`config.mk`:
```
export PLATFORM = sky130hd
export DESIGN_NAME = alu32
export DESIGN_NICKNAME = d
export VERILOG_FILES = /design/src/rtl/alu32.sv
export SDC_FILE = /design/constraint.sdc
export NUM_CORES = 1
export LEC_CHECK = 0
export CAP_MARGIN = 20
export CORE_MARGIN = 1.5
export CORE_UTILIZATION = 51
export DETAILED_ROUTE_END_ITERATION = 16
export DONT_BUFFER_PORTS = 1
export PLACE_DENSITY = 0.66
export SYNTH_ARGS = -nofsm -noshare
export SYNTH_HDL_FRONTEND = slang
export SYNTH_SLANG_ARGS = --single-unit
export TNS_END_PERCENT = 50
```
`constraint.sdc`:
```
create_clock -name clk -period 1.2 [get_ports clk]
set_clock_uncertainty 0.15 [all_clocks]
set_input_delay 0.18 -clock clk [delete_from_list [all_inputs] [get_ports clk]]
set_output_delay 0.18 -clock clk [all_outputs]
set_load 0.01 [all_outputs]
```
`src/rtl/alu32.sv`:
```
// 32-bit registered ALU: add, sub, and, xor, signed set-less-than and pass-through.
// One-cycle latency; result and carry held in output registers with async reset.
module alu32 #(
  parameter int unsigned WIDTH = 32
) (
  input  logic             clk,
  input  logic             rst,
  input  logic [WIDTH-1:0] a,
  input  logic [WIDTH-1:0] b,
  input  logic [2:0]       alu,
  output logic [WIDTH-1:0] result,
  output logic             cout
);

  typedef enum logic [2:0] {
    OpAdd   = 3'b000,
    OpSub   = 3'b001,
    OpAnd   = 3'b010,
    OpXor   = 3'b011,
    OpPassA = 3'b100,
    OpSlt   = 3'b101,
    OpPassB = 3'b110,
    OpPassX = 3'b111
  } op_e;

  op_e             w_op;
  logic            w_sub_mode;
  logic [WIDTH-1:0] w_b_eff;
  logic [WIDTH:0]  w_sum_full;
  logic [WIDTH-1:0] w_sum;
  logic            w_carry;
  logic            w_ovf;
  logic            w_lt;
  logic [WIDTH-1:0] w_result_d;
  logic            w_cout_d;
  logic [WIDTH-1:0] r_result;
  logic            r_cout;

  assign w_op = op_e'(alu);

  // ADD, SUB and SLT share one adder; SUB/SLT invert b and inject carry-in.
  assign w_sub_mode = (w_op == OpSub) || (w_op == OpSlt);
  assign w_b_eff    = w_sub_mode ? ~b : b;
  assign w_sum_full = {1'b0, a} + {1'b0, w_b_eff} + {{WIDTH{1'b0}}, w_sub_mode};
  assign w_sum      = w_sum_full[WIDTH-1:0];
  assign w_carry    = w_sum_full[WIDTH];

  // True sign of a-b corrects the raw sum sign when the subtraction overflows.
  assign w_ovf = (a[WIDTH-1] != b[WIDTH-1]) && (w_sum[WIDTH-1] != a[WIDTH-1]);
  assign w_lt  = w_sum[WIDTH-1] ^ w_ovf;

  always_comb begin
    w_result_d = '0;
    w_cout_d   = 1'b0;
    case (w_op)
      OpAdd: begin
        w_result_d = w_sum;
        w_cout_d   = w_carry;
      end
      OpSub: begin
        w_result_d = w_sum;
        w_cout_d   = w_carry;
      end
      OpAnd:   w_result_d = a & b;
      OpXor:   w_result_d = a ^ b;
      OpPassA: w_result_d = a;
      OpSlt:   w_result_d = {{(WIDTH-1){1'b0}}, w_lt};
      OpPassB: w_result_d = b;
      OpPassX: w_result_d = a;
      default: w_result_d = a;
    endcase
  end

  always_ff @(posedge clk or posedge rst) begin
    if (rst) begin
      r_result <= '0;
      r_cout   <= 1'b0;
    end else begin
      r_result <= w_result_d;
      r_cout   <= w_cout_d;
    end
  end

  assign result = r_result;
  assign cout   = r_cout;

endmodule

```
# Word-level counts from Yosys, hierarchy flattened
# Index checks and enable logic that the tools add are counted.
# word_totals
register_bits	33
input_bits	69
# classes
n_bitwise	4
n_mux	3
reduce_logical	5
eq_ne	9
n_addsub	2
# op_table
op	n
32-bit one-hot mux with 6 select lines	1
32-bit by 32-bit adder with 33-bit output	1
33-bit by 1-bit adder with 33-bit output	1
32-bit bitwise AND	1
32-bit two-way mux	1
32-bit NOT	1
32-bit bitwise XOR	1
3-bit == test, second input constant	4
3-bit by 2-bit == test with 1-bit output, second input constant	2
2-bit OR reduction	2
3-bit by 1-bit == test with 1-bit output, second input constant	1
3-bit zero test	1
1-bit inequality test	2
1-bit logical AND	1
1-bit logical OR	1
1-bit two-way mux	1
1-bit bitwise XOR	1

# Logic depth before layout (Yosys ltp)
# logic_depth
ltp_word	9
depth_mapped	17
depth_no_buf	14

# Worst setup path before layout
# No wires, ideal clock.
# synth_path
kind	input to register
startpoint	in alu[1]
endpoint	reg r_result[0], in the netlist result[0]
slack_ps	-2752
required_time_ps	940
cell_stages	16
arrival_ps	3692
setup_time_ps	110
n_path_buf	3
path_cell_list	buf_2 > inv_1 > clkbuf_1 > nand2_1 > buf_1 > xnor2_1 > ha_1 > and3_1 > nand4_1 > or2_4 > a21oi_4 > a31oi_4 > o41a_1 > a21oi_1 > mux2_2 > o41ai_1
# synth_between
elab_chain_cells	9
word_cells_on_any_way	18
classes_between	2 x add/sub; 8 x eq/ne; 2 x mux; 1 x bitwise; 5 x reduce/logical
# synth_lines
element	line	source
start: declaration	10	input logic [2:0] alu,
3-bit by 1-bit == test with 1-bit output or 3-bit == test (tied branches)	42, 55	
1-bit logical OR	42	assign w_sub_mode = (w_op == OpSub) || (w_op == OpSlt);
32-bit two-way mux	43	assign w_b_eff = w_sub_mode ? ~b : b;
32-bit by 32-bit adder with 33-bit output	44	assign w_sum_full = {1'b0, a} + {1'b0, w_b_eff} + {{WIDTH{1'b0}}, w_sub_mode};
33-bit by 1-bit adder with 33-bit output	44	
1-bit inequality test	49	assign w_ovf = (a[WIDTH-1] != b[WIDTH-1]) && (w_sum[WIDTH-1] != a[WIDTH-1]);
1-bit logical AND	49	
1-bit bitwise XOR	50	assign w_lt = w_sum[WIDTH-1] ^ w_ovf;
32-bit one-hot mux with 6 select lines (*)	55	case (w_op)
net w_result_d[0]	34	logic [WIDTH-1:0] w_result_d;
end signal: assignment	79	r_result <= w_result_d;
end: declaration	36	logic [WIDTH-1:0] r_result;
# The timed path passes the listed nets; every way through them passes the cells marked *.

# Worst setup path in the final report
# Ends and elaborated chain as after synthesis.

==> summary.md <==
| Metric | Value |
|---|---|
| CP required | 1250 ps |
| CTS clock-pin slew for the worst setup and hold paths | 80 ps |
| Core ar. | 8640 um^2 |
| First-pass GRT wire length | 24,700 um |
| Layout cells sized above 1 | 28.3% |
| Die area | 9430 um^2 |
| Number of synthesized flops with an enable pin | 0 |
| Num CTS Buffers | 5 |
| Total of max-cap violations | 0 |
| Crit path buf inv count | 2 |
| Status | complete, but fails checks |
| Cell type with the highest aggregate area in the netlist | dfrtp_1 |
| Num ports | 102 |
| Number of diodes | 0 |
| Hold_ws | 19.5 ps |
| Fin crit share | 227% |
| Placed cell area | 5400 um^2 |
| HP Class | primary input to flip-flop |
| CTS max path bufs | 2 |
| Power Density | 897 nW/um^2 |
| Area overhead of the layout relative to synthesis | 39.2% |
| Clock root buffer | clkbuf_8 |
| Placement Rows | 34 |
| Yosys top cell area share | 18.3% |
| H-tree levels | 2 |
| Syn Nets | 693 |
| Max Fclk | 367 MHz |
| Via count | 4,950 |
| Max Fanout on Critical Path | 37 |
| Leak | 2.83 nW |
| CTS sink count | 33 |
| PnR worst setup slack | -1530 ps |
| Total grt overflow | 0 |
| Slowest CP cell | o41a_1 |
| First-pass DRT Iterations | 5 |
| Measured slew at the worst slew-check pin | 497 ps |
| Finished Layout Cells | 790 |
| Unique cell type count in the Yosys netlist | 52 |
| Post-Place Worst Slack | -1800 ps |
| Initial antenna violation count | 0 |
| Placed cell count | 739 |
| Final hold viol count | 0 |
| Synth top area cells | dfrtp_1 18%, ha_1 18%, a21oi_1 9.2%, xnor2_1 9.1%, nand2_1 5.7% |
| Buffers added on ports | 0 |
| Top-count cell post-synth | a21oi_1 |
| Antenna-violating nets left | 0 |
| Largest stage delay, worst path | 360 ps |
| Synth warn | 0 |
| Post-synthesis async set-or-reset flop share | 100% |
| Post-route minimum period | 2730 ps |
| Number of global-route vias before repair | 5,118 |
| WL per Instance | 19.8 um |
| Vias per inst | 6.27 |
| Syn avg cell area | 8.09 um^2 |
| Violated checks | setup timing |
| Seq/Total Area, Yosys | 18.3% |
| Max-slew headroom | 66.9% |
| Placer congestion estimate | 0.902 |
| RSZ-0062 raised after global routing | true |
| Final Cell Area | 6290 um^2 |
| Arr. time, crit path | 2770 ps |
| Final HPWL DP | 10,400 um |
| Crit-path leading delay family | compound AO/OA/AOI/OAI gates |
| Synth Flop Type | dfrtp_1 |
| Final core occ | 72.8% |
| Cell count after synthesis | 558 |
| Final nets | 816 |
| Critical path class | primary input to flip-flop |
| Initial DRC count | 287 |
| Critical path, cell by cell | clkinv_16 > nand2_8 > buf_6 > xnor2_2 > ha_1 > o21a_1 > o22ai_2 > or2_4 > a21oi_4 > a31oi_4 > o41a_1 > a21oi_2 > mux2_4 > o41ai_4 |
| Area of the mapped netlist | 4520 um^2 |
| CP Capture Type | flip-flop |
| DRC violations left | 0 |
| Pin count of the biggest net entering global routing | 60 |
| CP Launch Type | primary input |
| Finish-stage setup viols | 33 |
| Slew Viols, Final | 0 |
| Tot GR Track Use | 32.2% |
| Sum Neg Setup Slack | -34,980 ps |
| Die Ht | 97.1 um |
| Die Wd | 97.1 um |
| CTS tree | built |
| Post-synthesis sequential element count | 33 |
| Peak supply drop | 0.624 mV |
| Total chip power | 5.64 mW |
| Routed WL | 15,600 um |
| Initial Utilization | 52.3% |
| Post-synth top cells | 83 x a21oi_1, 69 x nand2_1, 65 x ha_1, 47 x xnor2_1, 33 x dfrtp_1 |
placed cells by master (no fill, tap or decap), types with 5 or more instances in the layout:
cell type	Yosys	routed
a22oi_1	9	9
a31oi_1	11	9
a21oi_2	0	9
a211oi_1	17	17
mux2_2	7	6
a21o_1	15	15
nor2b_1	9	7
mux2i_1	13	13
dlygate4sd3_1	0	30
xnor2_1	47	37
xor2_1	12	9
a221oi_1	17	16
xnor2_2	0	9
buf_4	1	105
nand4_1	5	5
ha_1	65	62
clkbuf_8	0	5
a21oi_1	83	72
o21ai_0	21	13
nor2_1	19	17
inv_1	8	6
and3_1	7	6
dfrtp_1	33	33
nand3_1	7	7
buf_6	0	5
nand2_1	69	68
o21a_1	6	6
metal layers:
| metal | track usage, % | vias to the layer above | wire [um] |
|---|---|---|---|
| li1 | - | 2318 | - |
| met1 | 37.8 | 2376 | 6180 |
| met2 | 56.5 | 215 | 7860 |
| met3 | 6.40 | 41 | 1120 |
| met4 | 14.3 | 0 | 457 |
| met5 | 0 | - | 0 |
tightest hold or removal path: stages:
cell	delay, ps
a21oi_1	30
a211oi_1	160
a21oi_1	50
worst paths after layout:
kind,startpoint,endpoint,depth (start not counted)
max,alu[1],result[0]$_DFF_PP0_,14
min,alu[2],result[5]$_DFF_PP0_,3
max in group asynchronous,rst,result[20]$_DFF_PP0_,3
min in group asynchronous,rst,result[8]$_DFF_PP0_,3
timing repair:
action / CTS / global route
hold endpoints to repair: 62 / 0
resized for setup: 43 / 38
setup buffers: 4 / 9
pin swaps: 21 / 16
hold buffers: 31 / 0
setup endpoints to repair: 33 / 33
logic make-up after synthesis:
| logic type | after synthesis | synth area share, % |
|---|---|---|
| compound gates | 204 | 29.7 |
| mux | 20 | 4.63 |
| buf+inv | 39 | 3.35 |
| simple gates | 137 | 14.2 |
| xor+xnor | 59 | 11.4 |
| fa+ha+maj | 66 | 18.4 |
| flops | 33 | 18.3 |
sequential cells by signal (all words and copies together) (netlist names):
register,flops
cout,1
result,32
report_power, final:
| part | leakage [nW] | switching [mW] | internal [mW] |
|---|---|---|---|
| Combinational | 2.39 | 1.59 | 1.73 |
| Clock | 0.0395 | 0.467 | 0.414 |
| Sequential | 0.396 | 0.155 | 1.28 |
area by class of cell:
cell class | count | area, um^2
timing repair buffer | 146 | 1250
tap | 108 | 135
inverter | 9 | 60.1
clock buffer | 8 | 80.1
sequential | 33 | 826
fill | 648 | 2350
multi-input combinational | 486 | 3940
No activity file was read; power rests on OpenSTA's default activity.
